==> src/rtl/clock_divider_pkg.sv <==
// Shared definitions for the multi-channel clock divider.
//   MIN_DIV      : smallest divisor a channel will run with
//   chan_state_e : per-channel run state
//   high_time()  : number of high cycles in a period of length d, ceil(d/2)
package clock_divider_pkg;

  localparam int unsigned MIN_DIV = 2;

  typedef enum logic {
    CH_IDLE = 1'b0,
    CH_RUN  = 1'b1
  } chan_state_e;

  function automatic int unsigned high_time(input int unsigned d);
    return (d + 1) >> 1;
  endfunction

endpackage

==> src/rtl/clock_divider_chan.sv <==
// One divider channel: period counter, active/pending divisor registers,
// run state and registered clk_out/tick outputs.
//   clk, rst   : system clock, asynchronous active-high reset
//   en         : run enable (level)
//   sync       : restart strobe, honoured only while en is high
//   load       : accept load_div as the pending divisor this cycle
//   load_div   : divisor to hold pending (already clamped by the caller)
//   clk_out    : divided square wave, high for ceil(D/2) cycles
//   tick       : one-cycle pulse at each clk_out rising edge
//   pending    : a loaded divisor is waiting for the next period boundary
module clock_divider_chan
  import clock_divider_pkg::*;
#(
  parameter int unsigned WIDTH       = 8,
  parameter int unsigned DEFAULT_DIV = 2
) (
  input  logic             clk,
  input  logic             rst,
  input  logic             en,
  input  logic             sync,
  input  logic             load,
  input  logic [WIDTH-1:0] load_div,
  output logic             clk_out,
  output logic             tick,
  output logic             pending
);

  chan_state_e      state_q, state_n;
  logic [WIDTH-1:0] cnt_q, cnt_n;
  logic [WIDTH-1:0] d_q, d_n;
  logic [WIDTH-1:0] p_q, p_n;
  logic             pend_q, pend_n;
  logic             clk_n, tick_n;
  logic [WIDTH-1:0] d_last;

  assign d_last  = d_q - WIDTH'(1);
  assign pending = pend_q;

  always_comb begin
    state_n = state_q;
    cnt_n   = cnt_q;
    d_n     = d_q;
    p_n     = p_q;
    pend_n  = pend_q;
    clk_n   = 1'b0;
    tick_n  = 1'b0;

    if (!en) begin
      state_n = CH_IDLE;
      cnt_n   = '0;
      if (pend_q) begin
        d_n    = p_q;
        pend_n = 1'b0;
      end
    end else if (sync || state_q == CH_IDLE) begin
      // Start and sync both begin a fresh period, so a waiting divisor
      // can take over here without cutting a period short.
      state_n = CH_RUN;
      cnt_n   = '0;
      clk_n   = 1'b1;
      tick_n  = 1'b1;
      if (pend_q) begin
        d_n    = p_q;
        pend_n = 1'b0;
      end
    end else if (cnt_q == d_last) begin
      cnt_n  = '0;
      clk_n  = 1'b1;
      tick_n = 1'b1;
      if (pend_q) begin
        d_n    = p_q;
        pend_n = 1'b0;
      end
    end else begin
      cnt_n = cnt_q + WIDTH'(1);
      clk_n = (cnt_n < WIDTH'(high_time(32'(d_q))));
    end

    // A load is only offered while nothing is pending, so it never
    // collides with the clear above; the wrap keeps using the old state.
    if (load) begin
      p_n    = load_div;
      pend_n = 1'b1;
    end
  end

  always_ff @(posedge clk or posedge rst) begin
    if (rst) begin
      state_q <= CH_IDLE;
      cnt_q   <= '0;
      d_q     <= WIDTH'(DEFAULT_DIV);
      p_q     <= WIDTH'(DEFAULT_DIV);
      pend_q  <= 1'b0;
      clk_out <= 1'b0;
      tick    <= 1'b0;
    end else begin
      state_q <= state_n;
      cnt_q   <= cnt_n;
      d_q     <= d_n;
      p_q     <= p_n;
      pend_q  <= pend_n;
      clk_out <= clk_n;
      tick    <= tick_n;
    end
  end

endmodule

==> src/rtl/clock_divider_multi.sv <==
// Multi-channel runtime-programmable clock divider.
//   clk, rst  : system clock, asynchronous active-high reset
//   en        : per-channel run enable
//   sync      : restart all enabled channels in phase
//   cfg_valid : config request valid
//   cfg_ready : request accepted when valid & ready at posedge
//   cfg_chan  : target channel (out-of-range requests are accepted and dropped)
//   cfg_div   : new divisor, values below MIN_DIV are stored as MIN_DIV
//   clk_out   : divided square wave per channel
//   tick      : one-cycle strobe at each clk_out rising edge
//   pending   : channel holds an accepted, not yet applied divisor
module clock_divider_multi
  import clock_divider_pkg::*;
#(
  parameter  int unsigned CHANNELS    = 4,
  parameter  int unsigned WIDTH       = 8,
  parameter  int unsigned DEFAULT_DIV = 2,
  localparam int unsigned CHW         = (CHANNELS > 1) ? $clog2(CHANNELS) : 1
) (
  input  logic                clk,
  input  logic                rst,
  input  logic [CHANNELS-1:0] en,
  input  logic                sync,
  input  logic                cfg_valid,
  output logic                cfg_ready,
  input  logic [CHW-1:0]      cfg_chan,
  input  logic [WIDTH-1:0]    cfg_div,
  output logic [CHANNELS-1:0] clk_out,
  output logic [CHANNELS-1:0] tick,
  output logic [CHANNELS-1:0] pending
);

  logic [WIDTH-1:0] div_clamped;

  assign div_clamped = (cfg_div < WIDTH'(MIN_DIV)) ? WIDTH'(MIN_DIV) : cfg_div;

  // Unmatched (out-of-range) channel numbers leave cfg_ready at 1.
  always_comb begin
    cfg_ready = 1'b1;
    for (int unsigned i = 0; i < CHANNELS; i++) begin
      if (cfg_chan == CHW'(i)) cfg_ready = !pending[i];
    end
  end

  for (genvar g = 0; g < CHANNELS; g++) begin : g_chan
    logic load;
    assign load = cfg_valid && cfg_ready && (cfg_chan == CHW'(g));

    clock_divider_chan #(
      .WIDTH       (WIDTH),
      .DEFAULT_DIV (DEFAULT_DIV)
    ) u_chan (
      .clk      (clk),
      .rst      (rst),
      .en       (en[g]),
      .sync     (sync),
      .load     (load),
      .load_div (div_clamped),
      .clk_out  (clk_out[g]),
      .tick     (tick[g]),
      .pending  (pending[g])
    );
  end

endmodule

==> config.mk <==
export PLATFORM = sky130hd
export DESIGN_NAME = clock_divider_multi
export DESIGN_NICKNAME = d
export VERILOG_FILES = /design/src/rtl/clock_divider_pkg.sv /design/src/rtl/clock_divider_chan.sv /design/src/rtl/clock_divider_multi.sv
export SDC_FILE = /design/constraint.sdc
export NUM_CORES = 1
export LEC_CHECK = 0
export BUFFER_PORTS_ARGS = -buffer_cell sky130_fd_sc_hd__buf_2
export CAP_MARGIN = 20
export CORE_ASPECT_RATIO = 1.75
export CORE_MARGIN = 2
export CORE_UTILIZATION = 45
export CTS_CLUSTER_SIZE = 24
export DETAILED_ROUTE_END_ITERATION = 7
export GPL_TIMING_DRIVEN = 1
export PLACE_DENSITY_LB_ADDON = 0.12
export SLEW_MARGIN = 25
export SYNTH_ARGS = -nofsm -noshare
export SYNTH_HDL_FRONTEND = slang
export SYNTH_HIERARCHICAL = 1
export SYNTH_SLANG_ARGS = --single-unit
==> constraint.sdc <==
create_clock -name clk -period 3.55 [get_ports clk]
set_input_delay 0.71 -clock clk [delete_from_list [all_inputs] [get_ports clk]]
set_output_delay 0.71 -clock clk [all_outputs]
set_load 0.005 [all_outputs]
* Word-level counts from Yosys, hierarchy flattened
Cells that the tools add are included.
** Storage, ports and cells
- Register bits :: 112
- Input bits :: 18
** Cells by class
- Add/subtract/negate cells :: 12
- Magnitude comparators :: 5
- Eq/ne operators :: 19
- Multiplexer cells :: 81
- Bitwise operators :: 4
- Reduce and logical (&&, ||, !) cells :: 14
** Operators with widths (count)
- two-way mux 8 bit :: 29
- two-way mux 1 bit :: 52
- adder 8 x 1 -> 9 bit (second input constant) :: 4
- adder 8 x 1 -> 8 bit (second input constant) :: 4
- == test 8 bit :: 4
- < comparator 8 bit :: 4
- subtractor 8 x 1 -> 8 bit (second input constant) :: 4
- inequality test 4 x 1 -> 1 bit (second input constant) :: 4
- inequality test 3 x 1 -> 1 bit (second input constant) :: 4
- < comparator 8 x 2 -> 1 bit (second input constant) :: 1
- inequality test 2 x 1 -> 1 bit (second input constant) :: 4
- logical AND 1 bit :: 5
- == test 2 bit (second input constant) :: 2
- zero test 1 bit :: 4
- logical OR 1 bit :: 4
- NOT 1 bit :: 4
- == test 2 x 1 -> 1 bit (second input constant) :: 1
- zero test 2 bit :: 1

* Depth between registers and ports, before layout
- Word-level depth :: 8
- Mapped depth :: 10
- Gate-level depth less buffers :: 9

* By module
Netlist, hierarchy kept.
** Modules (own cells, without submodules)
- clock_divider_chan :: times used 4, cells each 153, area each 1711.6 um^2, sequential area each 703.2 um^2
- clock_divider_multi :: times used 1, cells each 18, area each 113.9 um^2, sequential area each 0.0 um^2

* Worst setup path after synthesis
Ideal clock, no wire load.
- Path kind :: register to register
- From :: register g_chan[0].u_chan.d_q[1]
- To :: register g_chan[0].u_chan.d_q[0]
- Library setup time :: 0.125 ns
- Data arrival time :: 2.271 ns
- Slack :: 1.154 ns
- Stages on the path, launching flop included :: 10
- Buffers on the path :: 1
- Clock period less this slack :: 2.396 ns
- Path through :: dfstp_2 > inv_1 > ha_1 > xor2_1 > nand3_1 > a2111oi_4 > o31ai_2 > a31o_1 > buf_6 > mux2_4
** Between the ends
- Word-level cells in the longest chain between the ends :: 3
** Ends and longest elaborated chain
- from (decl) :: RTL line clock_divider_chan.sv:30 : logic [WIDTH-1:0] d_q, d_n;
- from (signal assigned) :: RTL line clock_divider_chan.sv:91 : d_q <= WIDTH'(DEFAULT_DIV);
- from (signal assigned) :: RTL line clock_divider_chan.sv:99 : d_q <= d_n;
- subtractor 8 x 1 -> 8 bit :: RTL line clock_divider_chan.sv:36 : assign d_last = d_q - WIDTH'(1);
- == test 8 bit :: RTL line clock_divider_chan.sv:66 : end else if (cnt_q == d_last) begin
- inequality test 3 x 1 -> 1 bit (no source line)
Every way passes these cells.
A chain may end at the register's enable or synchronous reset.

* Worst setup path in the final report
- From :: register g_chan[1].u_chan.d_q[1]
- To :: register g_chan[1].u_chan.d_q[2]
** Between the ends
- Word-level cells in the longest chain between the ends :: 3
** Ends and longest elaborated chain (RTL line)
- from (decl) :: clock_divider_chan.sv:30
- from (signal assigned) :: clock_divider_chan.sv:91
- from (signal assigned) :: clock_divider_chan.sv:99
- subtractor 8 x 1 -> 8 bit :: clock_divider_chan.sv:36
- == test 8 bit :: clock_divider_chan.sv:66
- inequality test 3 x 1 -> 1 bit (no source line)
Every way passes these cells.

==> impl_metrics.ini <==
[outcome]
outcome = completed

[synth]
syn-mean-instance-area_um2 = 11.0
synth_edf_count = 0
synthesis.nets = 688
seq_area_frac_synth_pct = 40.4
synth_cell_type_count = 42
yosys_warnings = 6
synth_xor_area_share_pct = 12.0
synthAdderAreaFrac_pct = 7.19
syn_inst = 630
synthMuxAreaShare_pct = 13.0
synth-compound-area-share_pct = 6.76
synth_top_family_by_area = simple AND/OR/NAND/NOR gates
synth_ff_type = dfrtp_1
synth-simple-area-share_pct = 15.7
syn_area_um2 = 6960
async_flop_share_pct = 100
synth-seq-cells = 112

[clock_network]
worstSkewPairLatency_ns = 0.35
cts-root-buf = clkbuf_16
cts_tree = done
cts.htree.levels = 3
clk_path_buf_depth = 2
cts_sinks = 112
clkSlewWorstSetupHoldPaths_ns = 0.08
post_cts_resized = 0
post-cts-setup-buffers = 0
cts_buffers = 9
postCtsHoldBufs = 0

[detailed_routing]
routed_via_density = 5.45
route.detailed.drc = 0
drt_pass1_iterations = 5
detail-route-antenna-nets = 0
drt_iter0_drc = 165
avgRoutedWirePerCell_um = 17.4
via_count = 4493
wirelength_mm = 14.3

[setup_path]
rr_endpoint = g_chan[1].u_chan/d_q[2]
crit_path_start_kind = flop
cp_data_arrival_time_ns = 2.95
crit_path_max_fanout = 8
r2r_slack_ns = 0.83
rr_worst_depth = 8
crit_type = reg -> reg
cp_data_required_time_ns = 3.78
end_kind = flop
r2r_start = g_chan[1].u_chan/d_q[1]

[sta]
fin_crit_sh_pct = 76.7
hold_viol_final = 0
slew_viol_final = 0
slew-limit-headroom_pct = 59.0
fmax_mhz = 367
worst_slew_pin_slew_ns = 0.614
setup_violations = 0
fin_skew_ns = 0.0135
setup_tns_ns = 0
fin_crit_ns = 2.72
rsz0062_at_grt = no

[final_layout]
final_cells = 824
fill_cells = 1422
syn2layout_area_growth_pct = 6.27
n_antenna_cell = 0
stdcell_area_um2 = 7400
drive_gt1_share_pct = 22.9
mostFrequentLayoutCells = dfrtp_1, xor2_1, ha_1
final_common_cell = dfrtp_1
postLayoutCoreUtil_pct = 48.5
fin_nets = 691

[placed_design]
postPlaceCellArea_um2 = 7110
place_inst = 808
dp_hpwl_mm = 10.9
io_buffers = 30
gp_congestion = 0.813

[global_routing]
grt_first_pass_wirelength_mm = 24.0
grt_max_degree = 29
grt_antenna_before_repair = 0
grt_use_total_pct = 18.0
grt_overflow = 0
grt_pass1_vias = 4792

[flow_run]
max_cap_viol_count = 0

[min_path]
min_path_type = in -> async

[floorplanning]
design.core.area_um2 = 15200
rows = 60
die_h_um = 169
die_w_um = 98.0
ioPinCount = 31
dieArea_um2 = 16500
start_util_pct = 45.7

[power]
p_per_area_nw_per_um2 = 589
leakage_nw = 3.27
ir_worst_vdd_mv = 0.226
total_power_mw = 4.36
cell families after synthesis:
group / after synthesis
simple gates: 200
flops: 112
xor+xnor: 92
mux: 69
buf+inv: 63
compound gates: 54
fa+ha+maj: 40
area by class of cell:
type	count	area [um^2]	area share, %
multi-input combinational	455	3810	51.5
sequential	112	2810	38.0
tap	186	233	3.15
clock buffer	10	229	3.10
timing repair buffer	34	180	2.44
inverter	21	78.8	1.07
clock inverter	6	57.6	0.778
cells in the mapped netlist (all sizes together), types with 5 or more instances:
library cell	count	area, um^2
nor4	9	81.3
xor2	60	556
dfstp	8	210
nor4b	9	78.8
nand2	37	139
dfrtp	104	2600
clkbuf	18	72.6
a21o	5	37.5
nor3b	9	87.6
buf	24	190
o21ai	8	40.0
nor2b	36	225
nor3	10	50.1
a21oi	12	60.1
inv	21	78.8
ha	40	500
mux2	64	841
nand3	36	180
xnor2	32	280
nor2	37	139
metal layers:
layer | up-vias | track usage [%] | routed length (um)
met4 | 0 | 4.95 | 213
met1 | 2245 | 21.3 | 5990
li1 | 2166 | - | -
met3 | 15 | 2.52 | 383
met5 | - | 0 | 0
met2 | 67 | 33.7 | 7730
stage by stage:
stage | hold WS [ns] | setup WS [ns]
5_1_grt | 0.524 | 0.677
6_report | 0.484 | 0.829
4_1_cts | 0.489 | 0.855
3_5_place_dp | 0.490 | 0.901
3_3_place_gp | 0.486 | 0.948
2_1_floorplan | 0.478 | 1.15
worst max-delay path, cell delays in order (launching register included):
cell,delay (ns)
dfstp_2,0.59
inv_1,0.07
ha_1,0.27
nor4_1,0.47
a32oi_1,0.09
nor3b_1,0.25
o31ai_2,0.11
a31o_1,0.39
mux2_4,0.36
worst max path at each step:
stage          depth (start not counted)                     from                 endpoint  slack [ns]
6_report                               8  g_chan[1].u_chan/d_q[1]  g_chan[1].u_chan/d_q[2]        0.83
5_1_grt                                8  g_chan[1].u_chan/d_q[1]  g_chan[1].u_chan/d_q[2]        0.68
4_1_cts                                8  g_chan[3].u_chan/d_q[1]  g_chan[3].u_chan/d_q[0]        0.85
3_5_place_dp                           8  g_chan[3].u_chan/d_q[1]  g_chan[3].u_chan/d_q[0]        0.90
3_3_place_gp                           8  g_chan[2].u_chan/d_q[1]  g_chan[2].u_chan/d_q[0]        0.95
2_1_floorplan                          9  g_chan[0].u_chan/d_q[1]  g_chan[0].u_chan/d_q[0]        1.15
sequential cells by signal (all words and copies together), names as in the netlist:
| register | cells |
|---|---|
| g_chan.u_chan/cnt_q | 32 |
| g_chan.u_chan/d_q | 32 |
| g_chan.u_chan/p_q | 32 |
| g_chan.u_chan/clk_out | 4 |
| g_chan.u_chan/pending | 4 |
| g_chan.u_chan/state_q | 4 |
| g_chan.u_chan/tick | 4 |
where the power goes:
part	internal [mW]	total (mW)	leakage [nW]	switching [mW]
Sequential	1.53	1.95	1.39	0.417
Clock	0.495	0.984	0.141	0.489
Combinational	0.760	1.43	1.74	0.667
Total	2.79	4.36	3.27	1.57
(Power assumes the default switching activity.)
